==> src/rtl/iro_seed_loader.sv <==
// Serial seed loader for the ring oscillator: shifts a captured seed MSB first over bclk/bdat,
// then optionally enables the ring. Owns the ring enable/hold so they are quiet during a load.
module iro_seed_loader #(
  parameter int unsigned N_STAGES = 25,
  parameter int unsigned DIV_W    = 8
) (
  input  logic                clk,
  input  logic                rst,
  input  logic                start,
  input  logic [N_STAGES-1:0] seed_in,
  input  logic [DIV_W-1:0]    div,
  input  logic                run_after_load,
  input  logic                stop,
  input  logic                hold_in,
  output logic                bclk,
  output logic                bdat,
  output logic                enable,
  output logic                hold,
  output logic                busy,
  output logic                done
);

  localparam int unsigned CntW = (N_STAGES > 1) ? $clog2(N_STAGES) : 1;

  typedef enum logic [2:0] {StIdle, StLow, StHigh, StGap, StRun} state_e;

  state_e              state_q;
  logic [N_STAGES-1:0] shadow_q;
  logic [CntW-1:0]     bit_cnt_q;
  logic [DIV_W-1:0]    phase_q;
  logic [DIV_W-1:0]    div_q;
  logic                run_q;
  logic                bclk_q, bdat_q, enable_q, hold_q, busy_q, done_q;

  logic phase_end;
  logic load_req;

  assign phase_end = (phase_q == div_q);
  // stop beats start in RUN; start is ignored while a load is in flight
  assign load_req  = start && ((state_q == StIdle) || ((state_q == StRun) && !stop));

  always_ff @(posedge clk or posedge rst) begin
    if (rst) begin
      state_q   <= StIdle;
      shadow_q  <= '0;
      bit_cnt_q <= '0;
      phase_q   <= '0;
      div_q     <= '0;
      run_q     <= 1'b0;
      bclk_q    <= 1'b0;
      bdat_q    <= 1'b0;
      enable_q  <= 1'b0;
      hold_q    <= 1'b0;
      busy_q    <= 1'b0;
      done_q    <= 1'b0;
    end else begin
      done_q <= 1'b0;
      if (load_req) begin
        state_q   <= StLow;
        shadow_q  <= seed_in;
        div_q     <= div;
        run_q     <= run_after_load;
        bit_cnt_q <= CntW'(N_STAGES - 1);
        phase_q   <= '0;
        bclk_q    <= 1'b0;
        bdat_q    <= seed_in[N_STAGES-1];
        enable_q  <= 1'b0;
        hold_q    <= 1'b0;
        busy_q    <= 1'b1;
      end else begin
        unique case (state_q)
          StIdle: hold_q <= hold_in;
          StLow: begin
            if (phase_end) begin
              phase_q <= '0;
              bclk_q  <= 1'b1;
              state_q <= StHigh;
            end else begin
              phase_q <= phase_q + 1'b1;
            end
          end
          StHigh: begin
            if (phase_end) begin
              phase_q <= '0;
              bclk_q  <= 1'b0;
              if (bit_cnt_q != '0) begin
                bit_cnt_q <= bit_cnt_q - 1'b1;
                bdat_q    <= shadow_q[bit_cnt_q - 1'b1];
                state_q   <= StLow;
              end else begin
                bdat_q  <= 1'b0;
                state_q <= StGap;
              end
            end else begin
              phase_q <= phase_q + 1'b1;
            end
          end
          StGap: begin
            if (phase_end) begin
              phase_q  <= '0;
              done_q   <= 1'b1;
              busy_q   <= 1'b0;
              enable_q <= run_q;
              state_q  <= run_q ? StRun : StIdle;
            end else begin
              phase_q <= phase_q + 1'b1;
            end
          end
          StRun: begin
            hold_q <= hold_in;
            if (stop) begin
              enable_q <= 1'b0;
              state_q  <= StIdle;
            end
          end
          default: state_q <= StIdle;
        endcase
      end
    end
  end

  assign bclk   = bclk_q;
  assign bdat   = bdat_q;
  assign enable = enable_q;
  assign hold   = hold_q;
  assign busy   = busy_q;
  assign done   = done_q;

endmodule

==> config.mk <==
export PLATFORM = sky130hd
export DESIGN_NAME = iro_seed_loader
export DESIGN_NICKNAME = d
export VERILOG_FILES = /design/src/rtl/iro_seed_loader.sv
export SDC_FILE = /design/constraint.sdc
export NUM_CORES = 1
export LEC_CHECK = 0
export BUFFER_PORTS_ARGS = -buffer_cell sky130_fd_sc_hd__buf_2
export CORE_MARGIN = 3
export CORE_UTILIZATION = 56
export DETAILED_ROUTE_END_ITERATION = 10
export GPL_ROUTABILITY_DRIVEN = 0
export HOLD_SLACK_MARGIN = 0.05
export PLACE_DENSITY_LB_ADDON = 0.25
export SLEW_MARGIN = 20
export SYNTH_ARGS = -nofsm -noshare
export SYNTH_HDL_FRONTEND = slang
export SYNTH_SLANG_ARGS = --single-unit
==> constraint.sdc <==
create_clock -name clk -period 2.7 [get_ports clk]
set_input_delay 0.54 -clock clk [delete_from_list [all_inputs] [get_ports clk]]
set_output_delay 0.54 -clock clk [all_outputs]
set_load 0.01 [all_outputs]
==> flow_summary.html <==
<table>
<tr><th>Metric</th><th>Value</th></tr>
<tr><th colspan="2">Power and ir drop</th></tr>
<tr><td>Leakage power summed over all cells</td><td>1.57 nW</td></tr>
<tr><td>Power per standard cell area</td><td>1050 nW/µm²</td></tr>
<tr><td>IR drop worst, VDD</td><td>0.597 mV</td></tr>
<tr><td>Power consumption</td><td>0.00326 W</td></tr>
<tr><th colspan="2">GRT</th></tr>
<tr><td>Vias in the first global route</td><td>2038</td></tr>
<tr><td>Most congested layer reported by global routing</td><td>met2</td></tr>
<tr><td>GR Util met3</td><td>4.75%</td></tr>
<tr><td>GR Util met2</td><td>33.4%</td></tr>
<tr><td>Total track usage</td><td>21.6%</td></tr>
<tr><td>Global-route track usage on met1</td><td>29.8%</td></tr>
<tr><td>Maximum number of pins on one net before global-route repair</td><td>21</td></tr>
<tr><td>Initial antenna violation count</td><td>0</td></tr>
<tr><td>Leftover overflow at the end of global routing</td><td>0</td></tr>
<tr><td>Global-route wire length before repair</td><td>9270 µm</td></tr>
<tr><th colspan="2">Clocking</th></tr>
<tr><td>Clock insertion delay at the later pin of the skew report</td><td>0.31 ns</td></tr>
<tr><td>Number of buffers added by the clock tree synthesis step</td><td>5</td></tr>
<tr><td>Clock root cell</td><td>clkbuf_8</td></tr>
<tr><td>Clock buffer depth</td><td>2</td></tr>
<tr><td>CTS tree</td><td>built</td></tr>
<tr><td>Setup Buffers After CTS</td><td>0</td></tr>
<tr><td>Clock-pin transition on the worst setup and hold timing paths</td><td>0.10 ns</td></tr>
<tr><td>Number of clock sinks</td><td>56</td></tr>
<tr><td>Number of levels the H-tree was split into</td><td>2</td></tr>
<tr><td>Hold Buf Count CTS</td><td>0</td></tr>
<tr><td>Post-cts resize count</td><td>0</td></tr>
<tr><th colspan="2">Synthesis</th></tr>
<tr><td>Total standard cell area after synthesis</td><td>2720 µm²</td></tr>
<tr><td>Number of synthesized register bits</td><td>56</td></tr>
<tr><td>Compound-cell area share of the yosys netlist</td><td>7.08%</td></tr>
<tr><td>Average size of a mapped cell</td><td>9.62 µm²</td></tr>
<tr><td>Number of standard cells after synthesis</td><td>283</td></tr>
<tr><td>Net count after synthesis</td><td>324</td></tr>
<tr><td>Adder and majority gate portion of the synthesized area</td><td>0.920%</td></tr>
<tr><td>Portion of netlist area occupied by mux cells</td><td>8.32%</td></tr>
<tr><td>Distinct cell type count after synthesis</td><td>46</td></tr>
<tr><td>Seq/Total Area, Yosys</td><td>51.5%</td></tr>
<tr><td>Xor and xnor area share after synthesis</td><td>4.83%</td></tr>
<tr><td>YS warnings</td><td>0</td></tr>
<tr><td>Dominant combinational cell family by area after synthesis</td><td>simple AND/OR/NAND/NOR gates</td></tr>
<tr><td>Number of enable flip-flop cells after synthesis</td><td>0</td></tr>
<tr><td>Simple-gate share of the synthesized area</td><td>24.0%</td></tr>
<tr><td>Share of synthesized registers carrying an async set or reset</td><td>100%</td></tr>
<tr><td>Most frequently used flop master after synthesis</td><td>dfrtp_1</td></tr>
<tr><th colspan="2">Timing</th></tr>
<tr><td>Post-Route Setup TNS</td><td>0 ns</td></tr>
<tr><td>Final number of setup-violating endpoints</td><td>0</td></tr>
<tr><td>Max-slew violations</td><td>0</td></tr>
<tr><td>Final worst-path setup slack</td><td>0.381 ns</td></tr>
<tr><td>Worst Max-Slew Pin Slew</td><td>0.478 ns</td></tr>
<tr><td>Fraction of the cycle the final worst path needs</td><td>85.9%</td></tr>
<tr><td>Unrepaired setup endpoints after global routing</td><td>no</td></tr>
<tr><td>Worst slew slack as a fraction of its limit</td><td>67.9%</td></tr>
<tr><td>Clock skew</td><td>0.00806 ns</td></tr>
<tr><td>Achievable frequency</td><td>0.431 GHz</td></tr>
<tr><td>Final hold viol count</td><td>0</td></tr>
<tr><td>Final worst path period need</td><td>2.32 ns</td></tr>
<tr><th colspan="2">Route</th></tr>
<tr><td>Residual DRC</td><td>0</td></tr>
<tr><td>Post-DR vias/cell</td><td>5.29</td></tr>
<tr><td>Average wire length per cell after detail routing</td><td>14.1 µm</td></tr>
<tr><td>Router iterations before antenna repair</td><td>4</td></tr>
<tr><td>Antenna-violating nets left</td><td>0</td></tr>
<tr><td>Total Wirelength</td><td>5550 µm</td></tr>
<tr><td>Number of DRC markers in iteration 0</td><td>141</td></tr>
<tr><td>Total number of vias</td><td>2080</td></tr>
<tr><th colspan="2">Final layout</th></tr>
<tr><td>Number of antenna repair diodes</td><td>0</td></tr>
<tr><td>Synth-to-Final Area Change</td><td>14.8%</td></tr>
<tr><td>Leading cell type in the layout, fill and taps excluded</td><td>nand2_1</td></tr>
<tr><td>Proportion of layout cells with a drive suffix above 1</td><td>23.8%</td></tr>
<tr><td>Highest-count cells in the layout ignoring fill and taps</td><td>nand2_1, dfrtp_1, buf_2, xor2_1, nor2_1</td></tr>
<tr><td>Net count reported at finish</td><td>368</td></tr>
<tr><th colspan="2">Floorplanning</th></tr>
<tr><td>DIE WIDTH</td><td>75.7 µm</td></tr>
<tr><td>Num rows</td><td>24</td></tr>
<tr><td>Die Footprint</td><td>5730 µm²</td></tr>
<tr><td>CORE AREA</td><td>4530 µm²</td></tr>
<tr><td>Effective utilization at floorplan</td><td>60.0%</td></tr>
<tr><td>I/O pin count</td><td>45</td></tr>
<tr><td>Vert. Die Dim</td><td>75.7 µm</td></tr>
<tr><th colspan="2">Worst setup path</th></tr>
<tr><td>Critical Path Fanout Max</td><td>8</td></tr>
<tr><td>CP Data Required Time</td><td>2.88 ns</td></tr>
<tr><td>Endpoint class of the critical path</td><td>register</td></tr>
<tr><td>Startpoint type of the worst setup path</td><td>register</td></tr>
<tr><td>Type of the worst setup path</td><td>reg2reg</td></tr>
<tr><td>Data arrival time of the worst path</td><td>2.50 ns</td></tr>
<tr><th colspan="2">Job</th></tr>
<tr><td>Max Cap Violations</td><td>0</td></tr>
<tr><th colspan="2">Hold path</th></tr>
<tr><td>Worst hold path class</td><td>in2async</td></tr>
<tr><th colspan="2">Status</th></tr>
<tr><td>Outcome</td><td>complete, no violations</td></tr>
<tr><th colspan="2">Placed design</th></tr>
<tr><td>Detailed Place HPWL</td><td>4130 µm</td></tr>
<tr><td>PortBufs</td><td>44</td></tr>
<tr><td>Worst Setup Slack post-DPL</td><td>0.386 ns</td></tr>
</table>
[per-layer routing]
metal	vias to the layer above	wire length, µm
li1	1028	-
met1	983	2630
met2	59	2520
met3	10	301
met4	0	91
met5	-	0
[area by class of cell]
class | instances | area, µm²
Clock buffer | 5 | 68.8
Sequential cell | 56 | 1400
Timing Repair Buffer | 50 | 265
Tap cell | 65 | 81.3
Inverter | 8 | 30.0
Clock inverter | 3 | 47.5
Fill cell | 373 | 1410
Multi-Input combinational cell | 206 | 1230
[critical path, stage by stage (launching register included)]
cell and delay (ns):
dfrtp_1 0.57, inv_1 0.14, ha_1 0.47, mux4_2 0.53, o21ai_0 0.14, o21ai_0 0.11
nand4b_1 0.11, a41oi_1 0.12
[synthesized netlist by cell type, types with 2 or more instances]
library cell | instances | area share, %
nor3_1 | 3 | 0.55
nand2_1 | 107 | 15
xor2_1 | 13 | 4.2
o21ai_0 | 8 | 1.5
nor2_1 | 13 | 1.8
mux2_4 | 2 | 1.1
and2_1 | 2 | 0.46
a21oi_1 | 5 | 0.92
a31oi_1 | 2 | 0.46
nor4_2 | 2 | 0.92
buf_2 | 9 | 1.7
clkbuf_1 | 4 | 0.55
nand3b_1 | 2 | 0.55
xnor2_1 | 2 | 0.64
nand3_1 | 2 | 0.37
nand4_1 | 4 | 0.92
mux4_2 | 6 | 5.0
mux2i_1 | 5 | 1.8
ha_1 | 2 | 0.92
a22o_1 | 2 | 0.64
inv_1 | 8 | 1.1
dfrtp_1 | 56 | 51
[kinds of logic (layout without fill, tap and decap cells)]
logic type | after synthesis | after routing
AO/OA/AOI/OAI | 28 | 28
buffers and inverters | 21 | 66
multiplexers | 14 | 14
AND/OR/NAND/NOR | 147 | 147
flip-flops | 56 | 56
adder cells (fa/ha/maj) | 2 | 2
XOR/XNOR | 15 | 15
[state kept, by name, indices dropped and copies added (netlist names)]
register	cells
done	1
enable	1
div_q	8
bdat	1
phase_q	8
busy	1
bclk	1
bit_cnt_q	5
run_q	1
state_q	3
shadow_q	25
hold	1
[power by group]
part | switching (W) | internal [W] | total [W]
registers | 0.000321 | 0.00119 | 0.00151
logic | 0.000623 | 0.000574 | 0.00120
clock network | 0.000277 | 0.000280 | 0.000557
[metrics by stage]
stage	util [%]	instance area, µm²	hold slack [ns]	cells
after floorplan	-	2720	0.440	283
after global placement	66.3	3010	0.456	385
after CTS	68.9	3120	0.214	393
after global routing	68.9	3120	0.221	393
after detailed placement	66.3	3010	0.466	385
final	68.9	3120	0.206	393
[final timing paths]
| check | start | end | slack, ns | depth (start not counted) |
|---|---|---|---|---|
| worst min-delay path | rst | shadow_q[0]$_DFFE_PP0N_ | 0.21 | 2 |
| max in group asynchronous | rst | phase_q[7]$_DFFE_PP0P_ | 1.89 | 3 |
| worst max-delay path | bit_cnt_q[0]$_DFFE_PP0P_ | bdat$_DFFE_PP0P_ | 0.38 | 7 |
| worst max register to register | bit_cnt_q[0]$_DFFE_PP0P_ | bdat$_DFFE_PP0P_ | 0.38 | 7 |
| worst min register to register | shadow_q[16]$_DFFE_PP0N_ | shadow_q[16]$_DFFE_PP0N_ | 0.49 | 2 |
| min in group clk | div[1] | div_q[1]$_DFFE_PP0N_ | 0.41 | 3 |
Power figures use the tool's default switching activity.
